<file path="config.mk">
export PLATFORM = sky130hd
export DESIGN_NAME = countdown_timer16
export DESIGN_NICKNAME = d
export VERILOG_FILES = /design/src/rtl/timer_pkg.sv /design/src/rtl/dec16.sv /design/src/rtl/countdown_timer16.sv
export SDC_FILE = /design/constraint.sdc
export NUM_CORES = 1
export LEC_CHECK = 0
export ABC_AREA = 1
export BUFFER_PORTS_ARGS = -buffer_cell sky130_fd_sc_hd__buf_4
export CORE_AREA = 5 5 88 90
export CTS_CLUSTER_DIAMETER = 80
export CTS_CLUSTER_SIZE = 8
export DETAILED_ROUTE_END_ITERATION = 8
export DIE_AREA = 0 0 93 95
export GPL_ROUTABILITY_DRIVEN = 1
export PLACE_DENSITY = 0.67
export SETUP_SLACK_MARGIN = 0.05
export SYNTH_ARGS = -nofsm -noshare
export SYNTH_HDL_FRONTEND = slang
export SYNTH_SLANG_ARGS = --single-unit
</file>
<file path="constraint.sdc">
create_clock -name i_clk -period 1.8 [get_ports i_clk]
set_input_delay 0.18 -clock i_clk [delete_from_list [all_inputs] [get_ports i_clk]]
set_output_delay 0.18 -clock i_clk [all_outputs]
set_load 0.01 [all_outputs]
</file>
<file path="src/rtl/timer_pkg.sv">
// Shared definitions for the countdown timer: FSM state encoding and default sizing.
package timer_pkg;

    typedef enum logic {
        ST_IDLE = 1'b0,
        ST_RUN  = 1'b1
    } state_e;

    localparam int unsigned DEFAULT_WIDTH    = 16;
    localparam int unsigned DEFAULT_PRESCALE = 1;
    localparam int unsigned DEFAULT_PS_W     = 8;

endpackage : timer_pkg

</file>
<file path="src/rtl/dec16.sv">
// Combinational decrementer, the mirror of the incrementer: o_out = i_a - 1 modulo 2^WIDTH.
module dec16
    import timer_pkg::*;
#(
    parameter int unsigned WIDTH = DEFAULT_WIDTH
) (
    input  logic [WIDTH-1:0] i_a,
    output logic [WIDTH-1:0] o_out
);

    // Wraps 0 -> all-ones; the timer never presents 0 here while counting.
    always_comb begin
        o_out = i_a - WIDTH'(1);
    end

endmodule : dec16

</file>
<file path="src/rtl/countdown_timer16.sv">
// Loadable down-counter timer with prescaler, one-cycle done pulse and optional auto-reload.
module countdown_timer16
    import timer_pkg::*;
#(
    parameter int unsigned WIDTH    = DEFAULT_WIDTH,
    parameter int unsigned PRESCALE = DEFAULT_PRESCALE,
    parameter int unsigned PS_W     = DEFAULT_PS_W
) (
    input  logic             i_clk,
    input  logic             i_reset,
    input  logic             i_load,
    input  logic [WIDTH-1:0] i_load_value,
    input  logic             i_start,
    input  logic             i_stop,
    input  logic             i_reload_en,
    output logic [WIDTH-1:0] o_count,
    output logic             o_running,
    output logic             o_done,
    output logic             o_zero
);

    localparam logic [PS_W-1:0] PS_LAST = PS_W'(PRESCALE - 1);

    state_e           r_state;
    logic [WIDTH-1:0] r_count;
    logic [WIDTH-1:0] r_reload;
    logic [PS_W-1:0]  r_ps;
    logic             r_done;
    logic [WIDTH-1:0] w_count_dec;
    logic             w_tick;
    logic             w_count_zero;
    logic             w_count_one;

    dec16 #(
        .WIDTH (WIDTH)
    ) u_dec (
        .i_a   (r_count),
        .o_out (w_count_dec)
    );

    // Tick strobe and count decodes used by the FSM.
    always_comb begin
        w_tick       = (r_ps == PS_LAST);
        w_count_zero = (r_count == '0);
        w_count_one  = (r_count == WIDTH'(1));
    end

    // FSM, prescaler and counter; priority reset > load > stop > start > tick.
    always_ff @(posedge i_clk) begin
        if (i_reset) begin
            r_state  <= ST_IDLE;
            r_count  <= '0;
            r_reload <= '0;
            r_ps     <= '0;
            r_done   <= 1'b0;
        end else begin
            r_done <= 1'b0;
            if (i_load) begin
                // State untouched: a load while running restarts the interval.
                r_count  <= i_load_value;
                r_reload <= i_load_value;
                r_ps     <= '0;
            end else if (i_stop) begin
                // Also masks a simultaneous start while idle.
                if (r_state == ST_RUN) begin
                    r_state <= ST_IDLE;
                    r_ps    <= '0;
                end
            end else if (i_start && (r_state == ST_IDLE)) begin
                if (w_count_zero) begin
                    r_done <= 1'b1;
                end else begin
                    r_state <= ST_RUN;
                    r_ps    <= '0;
                end
            end else if (r_state == ST_RUN) begin
                if (w_tick) begin
                    r_ps <= '0;
                    if (w_count_one) begin
                        r_done <= 1'b1;
                        if (i_reload_en && (r_reload != '0)) begin
                            r_count <= r_reload;
                        end else begin
                            r_count <= '0;
                            r_state <= ST_IDLE;
                        end
                    end else if (w_count_zero) begin
                        // Only reachable after loading 0 mid-run: park without wrapping.
                        r_state <= ST_IDLE;
                    end else begin
                        r_count <= w_count_dec;
                    end
                end else begin
                    r_ps <= r_ps + PS_W'(1);
                end
            end
        end
    end

    // Output decodes.
    always_comb begin
        o_count   = r_count;
        o_running = (r_state == ST_RUN);
        o_done    = r_done;
        o_zero    = w_count_zero;
    end

endmodule : countdown_timer16

</file>
==> metrics.md <==
| Metric | Value |
|---|---|
| Run status | `finished, final reports clean` |
| DR pass1 iterations | `5` |
| Max_cap viols | `0` |
| Slowest-stage cell, CP | `dfxtp_4` |
| Ys Warns | `0` |
| CP Capture Type | `flip-flop` |
| Worst EP required | `2.02 ns` |
| P_leak | `1.67 nW` |
| Post-route clock period utilization | `92.8%` |
| Clock sinks | `42` |
| Final setup violation count | `0` |
| Fin. Hold Viols | `0` |
| FF+latch count, synth | `42` |
| Peak Freq | `0.599 GHz` |
| Buffers on Ports | `40` |
| Share of the synthesized area in the top cell type | `30.7%` |
| Clock Tree Buf Depth | `2` |
| Chip Width | `93 um` |
| TritonCTS buffer count | `5` |
| Pin count of the biggest net entering global routing | `27` |
| Residual DRC | `0` |
| Worst skew pair latency | `0.29 ns` |
| Setup Total Neg Slack | `0 ns` |
| CTS tree | `done` |
| Clock root buffer | `clkbuf_8` |
| Vias in the first global route | `2770` |
| Core area | `0.00698 sq mm` |
| Final max-slew violation count | `0` |
| Post-CTS Hold Buffers | `0` |
| Switching share of total power | `33.5%` |
| CP max stage delay | `0.37 ns` |
| Post-DR vias/cell | `5.14` |
| Max-slew headroom | `75.8%` |
| Hold_ws | `0.128 ns` |
| Post-Syn Area per Cell | `6.30 sq um` |
| WL/cell | `14.0 um` |
| Power share of the combinational group | `30.9%` |
| Die Y | `95 um` |
| Clock Skews | `0.00830 ns` |
| Routability cong. | `0.910` |
| DRT iter0 DRCs | `177` |
| # diodes | `0` |
| Unique cell type count in the Yosys netlist | `32` |
| Vias | `2968` |
| Internal power | `1.72 mW` |
| Detailed Place HPWL | `6.01 mm` |
| Dominant cell type by area after synthesis | `dfxtp_1` |
| Seq/Total Area, Yosys | `30.7%` |
| H-tree depth | `2` |
| First-pass GRT wire length | `12.9 mm` |
| Crit Path Max Fanout | `8` |
| Row Count | `31` |
| Share of cells above drive strength 1 | `24.6%` |
| Final WL | `8.05 mm` |
| Nets | `520` |
| Die area | `0.00884 sq mm` |
| Area grow syn2layout | `27.3%` |
| Synthesized net count | `461` |
| Slew @ Worst Pin | `0.359 ns` |
| PwrDens | `740 mW/mm^2` |
| Critical Path Source Type | `flip-flop` |
| Fill count | `712` |
| Arrival time worst endpoint | `1.89 ns` |
| Area contributors post-synth | `dfxtp_1, nand2_1, nand3_1` |
| DRT antenna net count | `0` |
| I/O Pins | `41` |
| Initial Utilization | `39.2%` |
| Hold Path Class | `in -> reg` |
| Clock power frac | `29.3%` |
| Worst path cell trace | `inv_4, ha_4, inv_2, nor3_2, nand3_2, nor2_4, nand2_4, buf_6, nand3_1, nand2_1, a21oi_1` |
| CP Class | `reg -> reg` |
| Cell count after synthesis | `435` |
| P_sw | `866 uW` |
| Remaining global-route overflow | `0` |
| Post-Syn Area | `0.00274 sq mm` |
| Tmin final | `1.67 ns` |
| VDD IR max | `0.000446 V` |
| Initial antenna violation count | `0` |
| Total Routing Usage GR | `18.1%` |
| RSZ-0062 raised after global routing | `false` |
| Clk pin slew, worst setup/hold paths | `0.09 ns` |
| Reg power frac | `39.9%` |
-- sequential cells by signal (all words and copies together), names as in the netlist --
signal / flops
o_count: 16
r_reload: 16
r_ps: 8
o_done: 1
o_running: 1
-- synth_stat cells (all sizes together) --
library cell  number
a21boi             8
a21oi             26
a22oi              1
and2               1
buf                7
clkbuf             6
dfxtp             42
ha                 4
inv               49
nand2            132
nand3             46
nand4              1
nor2              70
nor3               6
nor3b              1
o21ai             24
o22ai              8
xor2               3
-- layout make-up --
cell class	count	area [sq um]	share of cell area [%]
flip-flops and latches	42	850	24.4
inverters	49	189	5.42
clock buffers	7	76.3	2.19
repair buffers	63	493	14.1
clock inverters	1	30.0	0.861
multi-input cells	333	1750	50.1
well taps	82	103	2.94
-- cell families after synthesis --
| logic type | synth area share [%] |
|---|---|
| xor gates and xnor gates | 0.959 |
| DFF | 30.7 |
| buffers and inverters | 9.41 |
| adders and majority gates | 1.83 |
| AOI/OAI and AO/OA | 13.8 |
| and+or+nand+nor | 43.3 |
-- worst paths after layout --
path | start | cells after the start | slack (ns) | endpoint
max reg2reg | r_ps[1] | 11 | 0.13 | o_count[10]
min reg2reg | r_reload[0] | 2 | 0.48 | r_reload[0]
min | i_stop | 2 | 0.13 | o_done
max | r_ps[1] | 11 | 0.13 | o_count[10]
-- stage by stage --
step           area [sq um]  cells  worst slack [ns]  util [%]  total power, mW
2_1_floorplan          2740    435             0.225         -             1.53
3_3_place_gp           3220    563             0.129      46.2             1.78
3_5_place_dp           3220    563            0.0928      46.2             1.79
4_1_cts                3330    571            0.0422      47.7             2.54
5_1_grt                3490    577           0.00860      50.0             2.72
6_report               3490    577             0.130      50.0             2.58
-- timing repair --
item                                    CTS  global route
pin swaps                                 0            13
gates resized for setup                   1            36
endpoints found under the setup margin    1            22
buffers inserted                          0             4
cloned                                    0             2
-- power groups by stage --
stage / Clock, mW / Sequential [mW] / Combinational [mW]
6_report: 0.755 / 1.03 / 0.797
2_1_floorplan: 0 / 1.08 / 0.456
4_1_cts: 0.768 / 1.03 / 0.746
5_1_grt: 0.802 / 1.04 / 0.883
3_5_place_dp: 0 / 1.05 / 0.741
3_3_place_gp: 0 / 1.05 / 0.733
-- critical path: cells and delay by family (launching register included) --
kind	cells	cell delay [ns]
AND/OR/NAND/NOR	6	0.77
flip-flops	1	0.37
buffers and inverters	3	0.23
adder cells (fa/ha/maj)	1	0.12
AO/OA/AOI/OAI	1	0.12
-- metal layers --
metal / global-route usage, % / part of all wire (%) / up-vias
met1: 24.5 / 45 / 1335
met5: 0 / 0 / -
li1: - / - / 1513
met4: 8.30 / 3.0 / 0
met2: 28.4 / 46 / 92
met3: 2.63 / 5.5 / 28
-- cells in the final DEF (no fill, tap or decap), types with 5 or more instances in the layout --
| cell | n |
|---|---|
| nand2_1 | 119 |
| buf_4 | 60 |
| nor2_1 | 57 |
| nand3_1 | 41 |
| inv_1 | 40 |
| dfxtp_1 | 39 |
| a21oi_1 | 21 |
| o21ai_1 | 13 |
| o21ai_0 | 11 |
| nand2_4 | 8 |
| o22ai_1 | 8 |
| inv_2 | 7 |
| nand2_2 | 6 |
| nor2_2 | 6 |
| nor2_4 | 5 |
| nor3_1 | 5 |
| a21oi_2 | 5 |
| clkbuf_8 | 5 |
No activity file was read; power rests on OpenSTA's default activity.
